File: config.mk
export PLATFORM = sky130hd
export DESIGN_NAME = change_dispenser
export DESIGN_NICKNAME = d
export VERILOG_FILES = /design/src/rtl/change_dispenser.sv
export SDC_FILE = /design/constraint.sdc
export NUM_CORES = 1
export LEC_CHECK = 0
export ABC_CLOCK_PERIOD_IN_PS = 2700
export CAP_MARGIN = 20
export CORE_UTILIZATION = 45
export CTS_CLUSTER_DIAMETER = 200
export CTS_CLUSTER_SIZE = 20
export DETAILED_ROUTE_END_ITERATION = 8
export GPL_TIMING_DRIVEN = 0
export HOLD_SLACK_MARGIN = 0.02
export SYNTH_ARGS = -nofsm -noshare
export SYNTH_HDL_FRONTEND = slang
export SYNTH_SLANG_ARGS = --single-unit
export TNS_END_PERCENT = 30
File: constraint.sdc
create_clock -name clk -period 2.7 [get_ports clk]
set_input_delay 0.405 -clock clk [delete_from_list [all_inputs] [get_ports clk]]
set_output_delay 0.405 -clock clk [all_outputs]
set_load 0.005 [all_outputs]
File: src/rtl/change_dispenser.sv
// Change dispenser: queues change requests from the vending FSM and drives the coin
// hopper with timed eject pulses, greedy Rs 10 coins first, then a final Rs 5 if needed.
module change_dispenser #(
    parameter int PULSE_CYCLES = 4,
    parameter int GAP_CYCLES   = 2,
    parameter int FIFO_DEPTH   = 4
) (
    input  logic       clk,
    input  logic       rst,
    input  logic       vend,
    input  logic [2:0] change,
    input  logic       hopper_ready,
    output logic       eject_10,
    output logic       eject_5,
    output logic       done,
    output logic       busy,
    output logic       overflow,
    output logic       bad_code
);

    localparam int AW   = $clog2(FIFO_DEPTH);
    localparam int CMAX = (PULSE_CYCLES > GAP_CYCLES) ? PULSE_CYCLES : GAP_CYCLES;
    localparam int CW   = $clog2(CMAX + 1);

    localparam logic [CW-1:0] PULSE_LOAD = CW'(PULSE_CYCLES);
    localparam logic [CW-1:0] GAP_LOAD   = CW'(GAP_CYCLES);
    localparam logic [CW-1:0] CNT_ONE    = CW'(1);
    localparam logic [AW:0]   FULL_COUNT = (AW + 1)'(FIFO_DEPTH);
    localparam logic [AW:0]   OCC_ONE    = (AW + 1)'(1);

    typedef enum logic [2:0] {
        IDLE,
        LOAD,
        WAIT_RDY,
        PULSE,
        GAP,
        DONE
    } state_t;

    state_t state_q, state_d;

    logic          vend_q;
    logic          capture;
    logic          code_bad;
    logic          push_req;
    logic          fifo_full;
    logic          do_push;
    logic          do_pop;
    logic [2:0]    mem [FIFO_DEPTH];
    logic [AW-1:0] wr_ptr_q, rd_ptr_q;
    logic [AW:0]   count_q;
    logic [2:0]    rem_q;
    logic          coin10_q;
    logic [CW-1:0] cnt_q;

    // A request is the first cycle of a vend high level, not the level itself.
    assign capture   = vend && !vend_q;
    assign code_bad  = (change >= 3'd6);
    assign push_req  = capture && (change != 3'd0) && !code_bad;
    assign fifo_full = (count_q == FULL_COUNT);
    assign do_push   = push_req && !fifo_full;
    assign do_pop    = (state_q == IDLE) && (count_q != '0);

    // NOTE: sequential state uses non-blocking assignments so every register samples
    // pre-edge values, independent of block ordering.
    always_ff @(posedge clk) begin
        if (rst) begin
            vend_q   <= 1'b0;
            wr_ptr_q <= '0;
            rd_ptr_q <= '0;
            count_q  <= '0;
        end else begin
            vend_q <= vend;
            if (do_push) wr_ptr_q <= wr_ptr_q + 1'b1;
            if (do_pop)  rd_ptr_q <= rd_ptr_q + 1'b1;
            case ({do_push, do_pop})
                2'b10:   count_q <= count_q + OCC_ONE;
                2'b01:   count_q <= count_q - OCC_ONE;
                default: count_q <= count_q;
            endcase
        end
    end

    // NOTE: queue storage is deliberately not reset; the occupancy count alone
    // decides which entries are valid, so clearing the array buys nothing.
    always_ff @(posedge clk) begin
        if (do_push) mem[wr_ptr_q] <= change;
    end

    always_ff @(posedge clk) begin
        if (rst) state_q <= IDLE;
        else     state_q <= state_d;
    end

    // NOTE: state_d gets its default before the case so no path leaves it unassigned,
    // which would otherwise infer a latch.
    always_comb begin
        state_d = state_q;
        case (state_q)
            IDLE:     if (count_q != '0) state_d = LOAD;
            LOAD:     state_d = WAIT_RDY;
            WAIT_RDY: if (hopper_ready) state_d = PULSE;
            PULSE:    if (cnt_q == CNT_ONE) state_d = GAP;
            GAP: begin
                if (cnt_q == CNT_ONE) state_d = (rem_q != 3'd0) ? WAIT_RDY : DONE;
            end
            DONE:     state_d = IDLE;
            default:  state_d = IDLE;
        endcase
    end

    // rem counts outstanding change in Rs 5 units; coin10 picks the next coin.
    always_ff @(posedge clk) begin
        if (rst) begin
            rem_q    <= 3'd0;
            coin10_q <= 1'b0;
            cnt_q    <= '0;
        end else begin
            case (state_q)
                IDLE:     if (do_pop) rem_q <= mem[rd_ptr_q];
                LOAD:     coin10_q <= (rem_q >= 3'd2);
                WAIT_RDY: if (hopper_ready) cnt_q <= PULSE_LOAD;
                PULSE: begin
                    if (cnt_q == CNT_ONE) begin
                        rem_q <= rem_q - (coin10_q ? 3'd2 : 3'd1);
                        cnt_q <= GAP_LOAD;
                    end else begin
                        cnt_q <= cnt_q - CNT_ONE;
                    end
                end
                GAP: begin
                    if (cnt_q == CNT_ONE) coin10_q <= (rem_q >= 3'd2);
                    else                  cnt_q    <= cnt_q - CNT_ONE;
                end
                default: ;
            endcase
        end
    end

    // Outputs are registered from the next state so they line up with state entry.
    always_ff @(posedge clk) begin
        if (rst) begin
            eject_10 <= 1'b0;
            eject_5  <= 1'b0;
            done     <= 1'b0;
            busy     <= 1'b0;
            overflow <= 1'b0;
            bad_code <= 1'b0;
        end else begin
            eject_10 <= (state_d == PULSE) && coin10_q;
            eject_5  <= (state_d == PULSE) && !coin10_q;
            done     <= (state_d == DONE);
            busy     <= (state_d != IDLE) || (count_q != '0);
            overflow <= overflow || (push_req && fifo_full);
            bad_code <= bad_code || (capture && code_bad);
        end
    end

endmodule

==> results.yml <==
status:
  status: "completed"
setup_path:
  start_kind: "primary input"
  r2r_slack_ns: 0.25
  critPathKind: "in2reg"
  endpoint: "count_q[2]$_SDFFE_PP0P_"
  slowest_stage: "clkdlybuf4s50_1"
  end_kind: "flip-flop"
  reg2reg_depth: 9
  worst-path-max-fanout: 8
  crit_chain: "clkdlybuf4s50_1, nor3_2, a2111oi_4, inv_1, ha_1, inv_1, fa_1, xor2_1, or3_1, a21oi_1"
  crit_family: "buffers and inverters"
  cpMostUsedCell: "inv_1"
  reg2reg_to: "count_q[2]$_SDFFE_PP0P_"
  crit_buf_inv: 3
  crit_path_start: "change[1]"
  worstPathArrival_ns: 2.75
  max_stage_delay_ns: 0.59
  cp.required_ns: 2.91
  r2r-start: "state_q[0]$_SDFF_PP0_"
  cp.depth: 10
synthesis:
  syn-cell-area_um2: 1790
  synth_edf_count: 12
  yosysWarnings: 0
  ys_ff_latch: 38
  yosysSeqAreaShare: 0.493
  synth_ff_type: "dfxtp_1"
  synth_top_area_share: 0.291
  synth_area_leaders: "dfxtp_1, edfxtp_1, ha_1, nor2_1, mux4_2"
  synth.distinct_cells: 44
  synthCells: 162
  async_flop_share: 0
  synth_largest_area_cell: "dfxtp_1"
  synth_nets: 179
  syn_area_per_cell_um2: 11.0
floorplanning:
  floorplan.initialDensity: 0.477
  core-area_um2: 3740
  rows: 22
  io_pins: 13
  die-area_um2: 4230
  die_height_um: 65.0
  die_x_um: 65.0
cells_and_area:
  nNetsFinal: 199
  mostFrequentLayoutCells: "dfxtp_1, nor2_1, inv_1, clkdlybuf4s50_1, edfxtp_1"
  n_fill_cell: 334
  multiInputGateArea_um2: 833
  regArea_um2: 881
  syn2layout_area_growth_pct: 15.5
  layout-drive-gt1-share: 0.131
  antenna_cells: 0
  final_cells: 231
  layout_commonest_cell: "dfxtp_1"
route:
  antenna_left: 0
  vias_per_cell: 5.25
  drt_first_pass_iters: 4
  wire_per_inst_um: 13.3
  drt_first_iter_violations: 66
  drc: 0
  finalWirelength_um: 3080
  route.vias.total: 1213
timing:
  setup_viol: 0
  whs_ns: 0.455
  final_max_slew_viol_count: 0
  period_minus_slack_ns: 2.54
  worst_pin_slew_ns: 0.543
  setup_tns_ns: 0
  hold_viol: 0
  fmax_ghz: 0.394
  post-route-period-util: 0.939
  slew_headroom: 0.638
  clock_skew_ns: 0.00418
clock_tree:
  htreeDepth: 2
  clkTransAtPathRegs_ns: 0.08
  root_buffer: "clkbuf_8"
  insertion_delay_ns: 0.28
  clock-sinks: 38
  cts_tree: "done"
  numCtsBuffers: 5
  ctsLongestPathBuffers: 2
  holdBufCountCts: 0
global_routing:
  grtUsageTotal: 0.176
  grt_pass1_vias: 1227
  grt_max_degree: 13
  antenna_found_initial: 0
  grt_pass1_wl_um: 5570
  grt_overflow: 0
placed_design:
  placed_cells: 222
  portBuffers: 12
  dp_hpwl_um: 2350
  gp_congestion: 0.825
power:
  report.power.total_mw: 1.75
  ir_drop_v: 0.000435
  power_density_nw_per_um2: 848
  switching_share: 0.340
  p_switching_mw: 0.595
  p_seq_frac: 0.429
  p_leak_nw: 0.719
  clockPowerShare: 0.212
  internal_power_mw: 1.16
  p_comb_frac: 0.359
min_path:
  worstHoldPathType: "reg2reg"
  holdPathStages: 2
flow_run:
  drv_cap: 0
[repair_timing]
action | in CTS | in global routing
buffers inserted | 0 | 1
pin swaps | 0 | 1
setup endpoints to repair | 1 | 2
endpoints found under the hold margin | 0 | 0
gates resized for setup | 1 | 0
[sequential cells by signal, indices dropped and copies added (netlist names), 2 cells and up, named ones only]
signal	count
count_q	3
cnt_q	3
mem	12
rd_ptr_q	2
rem_q	3
wr_ptr_q	2
state_q	3
[cells in the mapped netlist (2+ instances only)]
library cell and instances:
buf_2 2, nor3_1 3, nand2_1 6, nand3b_1 2
xor2_1 3, o21bai_1 2, fa_1 2, nor3b_1 3
edfxtp_1 12, a221oi_1 2, and2_1 4, nor2b_1 3
dfxtp_1 26, inv_1 14, ha_1 8, nor2_1 21
a21oi_1 11, nand2b_1 2, mux4_2 3, xnor2_1 2
or3_1 4, a2111oi_4 2, o21ai_0 4
[routing by layer]
metal | wire length (µm) | up-vias | GRT usage
met5 | 0 | - | 0
met4 | 22 | 0 | 0.0652
met3 | 68 | 2 | 0.0546
met2 | 1540 | 9 | 0.286
met1 | 1440 | 590 | 0.219
li1 | - | 612 | -
[worst min path at each step]
stage | from | to | slack (ns)
2_1_floorplan | cnt_q[1]$_SDFFE_PP0P_ | cnt_q[1]$_SDFFE_PP0P_ | 0.43
3_3_place_gp | cnt_q[1]$_SDFFE_PP0P_ | cnt_q[1]$_SDFFE_PP0P_ | 0.44
3_5_place_dp | cnt_q[1]$_SDFFE_PP0P_ | cnt_q[1]$_SDFFE_PP0P_ | 0.44
4_1_cts | cnt_q[1]$_SDFFE_PP0P_ | cnt_q[1]$_SDFFE_PP0P_ | 0.46
5_1_grt | cnt_q[1]$_SDFFE_PP0P_ | cnt_q[1]$_SDFFE_PP0P_ | 0.49
6_report | cnt_q[1]$_SDFFE_PP0P_ | cnt_q[1]$_SDFFE_PP0P_ | 0.45
[power by group through the flow]
stage / Clock, mW / Combinational [mW] / Sequential (mW)
detailed placement: 0 / 0.627 / 0.765
CTS: 0.385 / 0.631 / 0.751
global placement: 0 / 0.612 / 0.761
finish: 0.372 / 0.629 / 0.750
global route: 0.410 / 0.724 / 0.763
floorplan: 0 / 0.487 / 0.749
[cells by family after synthesis]
| group | Yosys count | share of synthesized area |
|---|---|---|
| simple gates | 56 | 0.175 |
| flops | 38 | 0.493 |
| compound gates | 30 | 0.142 |
| buf+inv | 19 | 0.0434 |
| fa+ha+maj | 10 | 0.0784 |
| xor+xnor | 5 | 0.0245 |
| mux | 4 | 0.0434 |
[final cells by class]
| type | count | share of cell area |
|---|---|---|
| Sequential cell | 38 | 0.427 |
| Multi-Input combinational cell | 105 | 0.404 |
| Timing Repair Buffer | 13 | 0.0618 |
| Clock buffer | 5 | 0.0333 |
| Tap cell | 48 | 0.0291 |
| Inverter | 14 | 0.0255 |
| Buffer | 5 | 0.0121 |
| Clock inverter | 3 | 0.00788 |
[tightest hold or removal path: cells and delay by family, from the launching register on]
| kind | cells | cell delay (ns) |
|---|---|---|
| AND/OR/NAND/NOR | 1 | 0.05 |
| flip-flops | 1 | 0.31 |
| AO/OA/AOI/OAI | 1 | 0.05 |
[metrics by stage]
step / util / cell area (µm²) / setup WS, ns
2_1_floorplan: - / 1790 / 0.479
3_3_place_gp: 0.525 / 1970 / -0.218
3_5_place_dp: 0.525 / 1970 / -0.308
4_1_cts: 0.549 / 2060 / 0.0442
5_1_grt: 0.551 / 2060 / -0.0174
6_report: 0.551 / 2060 / 0.165
No activity file was read; power rests on OpenSTA's default activity.
